`src/rtl/mouse_pkg.sv`:
```
// Shared PS/2 mouse command/response bytes and the init FSM encoding.
package mouse_pkg;

  localparam logic [7:0] CMD_RESET  = 8'hFF;
  localparam logic [7:0] CMD_ENABLE = 8'hF4;
  localparam logic [7:0] RSP_ACK    = 8'hFA;
  localparam logic [7:0] RSP_BAT_OK = 8'hAA;
  localparam logic [7:0] RSP_ID     = 8'h00;

  typedef enum logic [3:0] {
    ST_IDLE,
    ST_SEND_RST,
    ST_WAIT_ACK_RST,
    ST_WAIT_BAT,
    ST_WAIT_ID,
    ST_SEND_EN,
    ST_WAIT_ACK_EN,
    ST_STREAM,
    ST_FAIL
  } state_t;

  // Byte the mouse must send next while the FSM sits in a WAIT_* state.
  function automatic logic [7:0] expected_rsp(input state_t s);
    case (s)
      ST_WAIT_BAT: return RSP_BAT_OK;
      ST_WAIT_ID:  return RSP_ID;
      default:     return RSP_ACK;
    endcase
  endfunction

  function automatic state_t next_after_rsp(input state_t s);
    case (s)
      ST_WAIT_ACK_RST: return ST_WAIT_BAT;
      ST_WAIT_BAT:     return ST_WAIT_ID;
      ST_WAIT_ID:      return ST_SEND_EN;
      default:         return ST_STREAM;
    endcase
  endfunction

endpackage

```
`src/rtl/mouse_cursor_accum.sv`:
```
// Turns a complete 3-byte PS/2 movement packet into a clamped cursor position and button state.
module mouse_cursor_accum #(
  parameter int SCREEN_WIDTH  = 160,
  parameter int SCREEN_HEIGHT = 120
) (
  input  logic       clock,
  input  logic       reset,
  input  logic       pkt_vld_p0,
  input  logic [7:0] b0,
  input  logic [7:0] b1,
  input  logic [7:0] b2,
  output logic [8:0] x,
  output logic [8:0] y,
  output logic       l_click,
  output logic       m_click,
  output logic       r_click,
  output logic       packet_strobe
);

  localparam logic signed [10:0] X_MAX = 11'(SCREEN_WIDTH - 1);
  localparam logic signed [10:0] Y_MAX = 11'(SCREEN_HEIGHT - 1);

  function automatic logic [8:0] clamp_axis(input logic signed [10:0] v,
                                            input logic signed [10:0] vmax);
    if (v < 11'sd0)
      return '0;
    else if (v > vmax)
      return vmax[8:0];
    else
      return v[8:0];
  endfunction

  logic signed [10:0] dx;
  logic signed [10:0] dy;
  logic signed [10:0] x_sum;
  logic signed [10:0] y_sum;
  logic               apply;

  assign dx    = {{3{b0[4]}}, b1};
  assign dy    = {{3{b0[5]}}, b2};
  assign x_sum = $signed({2'b00, x}) + dx;
  // Screen y grows downward while PS/2 y grows upward.
  assign y_sum = $signed({2'b00, y}) - dy;
  assign apply = pkt_vld_p0 && b0[3];

  // Stage p0 -> p1: packet bytes to registered cursor/button outputs
  always_ff @(posedge clock) begin
    if (reset) begin
      x             <= 9'(SCREEN_WIDTH / 2);
      y             <= 9'(SCREEN_HEIGHT / 2);
      l_click       <= 1'b0;
      m_click       <= 1'b0;
      r_click       <= 1'b0;
      packet_strobe <= 1'b0;
    end else begin
      packet_strobe <= apply;
      if (apply) begin
        l_click <= b0[0];
        r_click <= b0[1];
        m_click <= b0[2];
        if (!b0[6]) x <= clamp_axis(x_sum, X_MAX);
        if (!b0[7]) y <= clamp_axis(y_sum, Y_MAX);
      end
    end
  end

endmodule

```
`src/rtl/mouse_init_ctrl.sv`:
```
// PS/2 mouse bring-up FSM (reset, BAT, ID, enable reporting) with retries, then packet assembly.
module mouse_init_ctrl
  import mouse_pkg::*;
#(
  parameter int SCREEN_WIDTH   = 160,
  parameter int SCREEN_HEIGHT  = 120,
  parameter int TIMEOUT_CYCLES = 25_000_000,
  parameter int GAP_CYCLES     = 100_000,
  parameter int MAX_RETRIES    = 3
) (
  input  logic       clock,
  input  logic       reset,
  input  logic       start,
  output logic [7:0] tx_data,
  output logic       tx_valid,
  input  logic       tx_ready,
  input  logic [7:0] rx_data,
  input  logic       rx_valid,
  input  logic       rx_error,
  output logic       streaming,
  output logic       init_fail,
  output logic       packet_strobe,
  output logic       l_click,
  output logic       m_click,
  output logic       r_click,
  output logic [8:0] x,
  output logic [8:0] y
);

  localparam int CNT_MAX = (TIMEOUT_CYCLES > GAP_CYCLES) ? TIMEOUT_CYCLES : GAP_CYCLES;
  localparam int CW      = $clog2(CNT_MAX + 1);
  localparam int RW      = $clog2(MAX_RETRIES + 1);

  state_t          state;
  logic [CW-1:0]   wait_cnt;
  logic [RW-1:0]   retry_cnt;
  logic [1:0]      byte_idx;
  logic [7:0]      b0_q;
  logic [7:0]      b1_q;
  logic            wait_fail;
  logic            pkt_vld_p0;

  // rx_error outranks a simultaneous rx_valid.
  assign wait_fail  = rx_error
                   || (rx_valid && (rx_data != expected_rsp(state)))
                   || (wait_cnt == CW'(TIMEOUT_CYCLES));
  assign pkt_vld_p0 = (state == ST_STREAM) && rx_valid && !rx_error && !start
                   && (byte_idx == 2'd2);

  always_ff @(posedge clock) begin
    if (reset) begin
      state     <= ST_IDLE;
      tx_valid  <= 1'b0;
      tx_data   <= 8'h00;
      streaming <= 1'b0;
      init_fail <= 1'b0;
      retry_cnt <= '0;
      byte_idx  <= '0;
      wait_cnt  <= '0;
      b0_q      <= 8'h00;
      b1_q      <= 8'h00;
    end else if (start) begin
      // Restart from any state; SEND_RST re-raises tx_valid one cycle later.
      state     <= ST_SEND_RST;
      tx_valid  <= 1'b0;
      streaming <= 1'b0;
      init_fail <= 1'b0;
      retry_cnt <= '0;
      byte_idx  <= '0;
      wait_cnt  <= '0;
    end else begin
      wait_cnt <= rx_valid ? '0 : wait_cnt + 1'b1;
      case (state)
        ST_SEND_RST, ST_SEND_EN: begin
          if (!tx_valid) begin
            tx_valid <= 1'b1;
            tx_data  <= (state == ST_SEND_RST) ? CMD_RESET : CMD_ENABLE;
          end else if (tx_ready) begin
            tx_valid <= 1'b0;
            state    <= (state == ST_SEND_RST) ? ST_WAIT_ACK_RST : ST_WAIT_ACK_EN;
            wait_cnt <= '0;
          end
        end
        ST_WAIT_ACK_RST, ST_WAIT_BAT, ST_WAIT_ID, ST_WAIT_ACK_EN: begin
          if (wait_fail) begin
            retry_cnt <= retry_cnt + 1'b1;
            wait_cnt  <= '0;
            if (retry_cnt < RW'(MAX_RETRIES - 1)) begin
              state <= ST_SEND_RST;
            end else begin
              state     <= ST_FAIL;
              init_fail <= 1'b1;
            end
          end else if (rx_valid) begin
            state     <= next_after_rsp(state);
            wait_cnt  <= '0;
            streaming <= (state == ST_WAIT_ACK_EN);
          end
        end
        ST_STREAM: begin
          if (rx_error) begin
            byte_idx <= '0;
          end else if (rx_valid) begin
            case (byte_idx)
              2'd0: if (rx_data[3]) begin
                b0_q     <= rx_data;
                byte_idx <= 2'd1;
              end
              2'd1: begin
                b1_q     <= rx_data;
                byte_idx <= 2'd2;
              end
              default: byte_idx <= 2'd0;
            endcase
          end else if ((byte_idx != 2'd0) && (wait_cnt == CW'(GAP_CYCLES))) begin
            byte_idx <= '0;
          end
        end
        default: ;
      endcase
    end
  end

  mouse_cursor_accum #(
    .SCREEN_WIDTH (SCREEN_WIDTH),
    .SCREEN_HEIGHT(SCREEN_HEIGHT)
  ) u_accum (
    .clock        (clock),
    .reset        (reset),
    .pkt_vld_p0   (pkt_vld_p0),
    .b0           (b0_q),
    .b1           (b1_q),
    .b2           (rx_data),
    .x            (x),
    .y            (y),
    .l_click      (l_click),
    .m_click      (m_click),
    .r_click      (r_click),
    .packet_strobe(packet_strobe)
  );

endmodule

```
`config.mk`:
```
export PLATFORM = sky130hd
export DESIGN_NAME = mouse_init_ctrl
export DESIGN_NICKNAME = d
export VERILOG_FILES = /design/src/rtl/mouse_pkg.sv /design/src/rtl/mouse_cursor_accum.sv /design/src/rtl/mouse_init_ctrl.sv
export SDC_FILE = /design/constraint.sdc
export NUM_CORES = 1
export LEC_CHECK = 0
export ABC_AREA = 1
export BUFFER_PORTS_ARGS = -buffer_cell sky130_fd_sc_hd__clkbuf_2
export CORE_ASPECT_RATIO = 0.8
export CORE_MARGIN = 2
export CORE_UTILIZATION = 30
export DETAILED_ROUTE_END_ITERATION = 6
export GPL_ROUTABILITY_DRIVEN = 0
export PLACE_DENSITY = 0.42
export SLEW_MARGIN = 20
export SYNTH_ARGS = -nofsm -noshare
export SYNTH_HDL_FRONTEND = slang
export SYNTH_SLANG_ARGS = --single-unit
```
`constraint.sdc`:
```
create_clock -name clock -period 2.7 [get_ports clock]
set_input_delay 0.135 -clock clock [delete_from_list [all_inputs] [get_ports clock]]
set_output_delay 0.135 -clock clock [all_outputs]
set_load 0.01 [all_outputs]
```
==> metrics.cfg <==
[place]
dpl_cell_area_mm2 = 0.00521
hpwlAfterDp_um = 9930
io_buffers = 46

[route]
dr.pass1.iters = 5
drt_iter0_markers = 196
routed_wl_um = 12700
met3_length_um = 466
wire_per_inst_um = 13.0
route.top_layer_used = met4
wl_met1_um = 6650
drc = 0
vias = 4454
vias_per_cell = 4.57
wl_met2_um = 5510
antenna_left = 0

[yosys]
yosysSeqAreaShare = 0.318
yosysTopAreaCell = dfxtp_1
synth_edf_count = 0
synth.avg_cell_area_um2 = 6.75
synth-async-reset-ratio = 0
synth_area_mm2 = 0.00479
synthMostInstantiatedCell = nand2_1
yosys_warnings = 0
ys_types = 39
synth_top_area_share = 0.318
synthCells = 709
synthFlopType = dfxtp_1
synthTopCellsByArea = dfxtp_1 (32%), nand2_1 (14%), inv_1 (7.4%)
synth_common_cells = nand2_1 (177), inv_1 (95), dfxtp_1 (76)
synthesis.nets = 747
ys_seq_elements = 76

[clocking]
htreeDepth = 3
cts-buffers-inserted = 9
cts.path.max_buffers = 2
cts_root_buffer = clkbuf_16
cts_sinks = 76
post_cts_buffers = 0
cts-hold-fix-buffers = 0
clk_pin_slew_worst_paths_ns = 0.06
cts_tree = yes
post_cts_resized = 0
clkLatencyLatePin_ns = 0.35

[global_route]
grt_first_pass_wirelength_um = 20900
gr-total-overflow = 0
grt_max_degree = 33
antenna_found_initial = 0
grt_pass1_vias = 4166
grt_usage = 0.154

[worst_setup_path]
criticalPathCategory = reg -> reg
cp.required_ns = 2.92
crit_start = u_accum.x[0]
r2r-end = u_accum.x[5]
worstPathMaxFanout = 5
arrival_ns = 2.43
rr_worst_depth = 10
startpoint_type = flop
reg2reg_from = u_accum.x[0]
r2r_slack_ns = 0.49
cp-end-kind = flop

[finish]
drive_gt1_frac = 0.152
n_antenna_cell = 0
final_design_area_no_fill_mm2 = 0.00549
syn_to_final_growth_pct = 14.7
fin_nets = 792
fin_util = 0.350
nFillCells = 1746

[sta]
finalCriticalPeriod_ns = 2.21
finalCritPeriodShare = 0.819
rsz0062_at_grt = no
hold_slack_ns = 0.0769
hold_violations = 0
fmax_mhz = 452
skew_ns = 0.00881
worst_slew_pin_slew_ns = 0.752
relSlewSlack = 0.496
slew_violations = 0
fin_setup_tns_ns = 0
finalSetupViolations = 0

[floorplan]
core-area_mm2 = 0.0157
dieArea_mm2 = 0.0170
num_rows = 41
initial_core_util = 0.305
ios = 47
die_w_um = 145
die_h_um = 117

[power_and_ir_drop]
vdd_drop_max_mv = 0.302
p_leak_nw = 2.39
powerDensity_mw_per_mm2 = 476

[min_path]
worst_hold_path.endpoint = b1_q[2]
worstHoldPathType = in -> reg
hold_start = rx_data[2]
worstHoldPathCells = 3

[run_status]
status = completed

[flow_run]
drv_cap = 0

[kinds of logic after synthesis]
kind of cell / after synthesis / share of synthesized area
compound gates: 81 / 0.0891
xor+xnor: 19 / 0.0348
fa+ha+maj: 24 / 0.0658
buf+inv: 118 / 0.103
flops: 76 / 0.318
simple gates: 391 / 0.390
[power breakdown]
part | total [mW] | internal [mW] | switching, mW
sequential | 1.15 | 1.13 | 0.0149
clock | 1.18 | 0.654 | 0.528
combinational | 0.283 | 0.0907 | 0.192
[cell type report]
class	instances	area [um2]	area share
clock buffer	10	239	0.0435
clock inverter	6	46.3	0.00843
inverter	103	389	0.0709
multi-input combinational	515	2770	0.505
sequential	76	1520	0.277
tap	215	269	0.0490
timing repair buffer	49	253	0.0460
[worst max-delay path: stages (launching register included)]
cell and delay (ns):
dfxtp_1 0.32, ha_1 0.25, fa_1 0.48, nand4_1 0.17, nand4_1 0.20, nand2_1 0.17
nand2_1 0.16, nand2_1 0.16, inv_1 0.07, nand2_1 0.06, a21oi_1 0.05
[worst max-delay path by stage]
stage                              end  slack [ns]  cells after the start
final                     u_accum.x[5]        0.49                     10
after global routing      u_accum.y[6]        0.27                     16
after CTS                 u_accum.x[7]        0.50                     12
after detailed placement  u_accum.x[7]        0.51                     12
after global placement    u_accum.x[7]        0.55                     12
after floorplan           u_accum.y[6]        0.66                     15
[through the flow]
step           worst slack, ns  instances  total power, mW
6_report                 0.490        974             2.61
3_5_place_dp             0.512        958             1.46
4_1_cts                  0.503        974             2.67
3_3_place_gp             0.549        958             1.46
5_1_grt                  0.275        974             2.74
2_1_floorplan            0.662        709             1.39
[placed cells by master, fill, tap and decap left out, types with 4 or more instances in the layout]
master,synthesis,layout
nor2_2,13,13
a21oi_1,56,56
xor2_1,14,14
inv_2,7,7
nor4_1,4,4
inv_1,95,95
ha_1,22,22
nand3b_1,6,6
o21ai_1,4,4
nand2_1,177,177
xnor2_1,5,5
nor3_2,6,6
clkbuf_2,0,46
nand3_1,51,51
o21ai_0,15,15
clkbuf_16,0,9
nor3_1,15,15
nand4_1,21,21
dfxtp_1,76,76
nor2_1,74,74
nand3_2,8,8
[routing by layer]
layer	global-route usage	vias to the layer above
met5	0	-
met4	0.0373	0
met3	0.0372	9
met2	0.242	69
met1	0.215	2004
li1	-	2372
[registers in the layout (all words and copies together) (netlist names)]
signal / cells
u_accum.r_click: 1
retry_cnt: 2
b0_q: 8
tx_data: 2
b1_q: 8
u_accum.y: 9
tx_valid: 1
streaming: 1
u_accum.m_click: 1
state: 4
byte_idx: 2
init_fail: 1
u_accum.l_click: 1
u_accum.packet_strobe: 1
u_accum.x: 9
wait_cnt: 25
No activity file was read; power rests on OpenSTA's default activity.
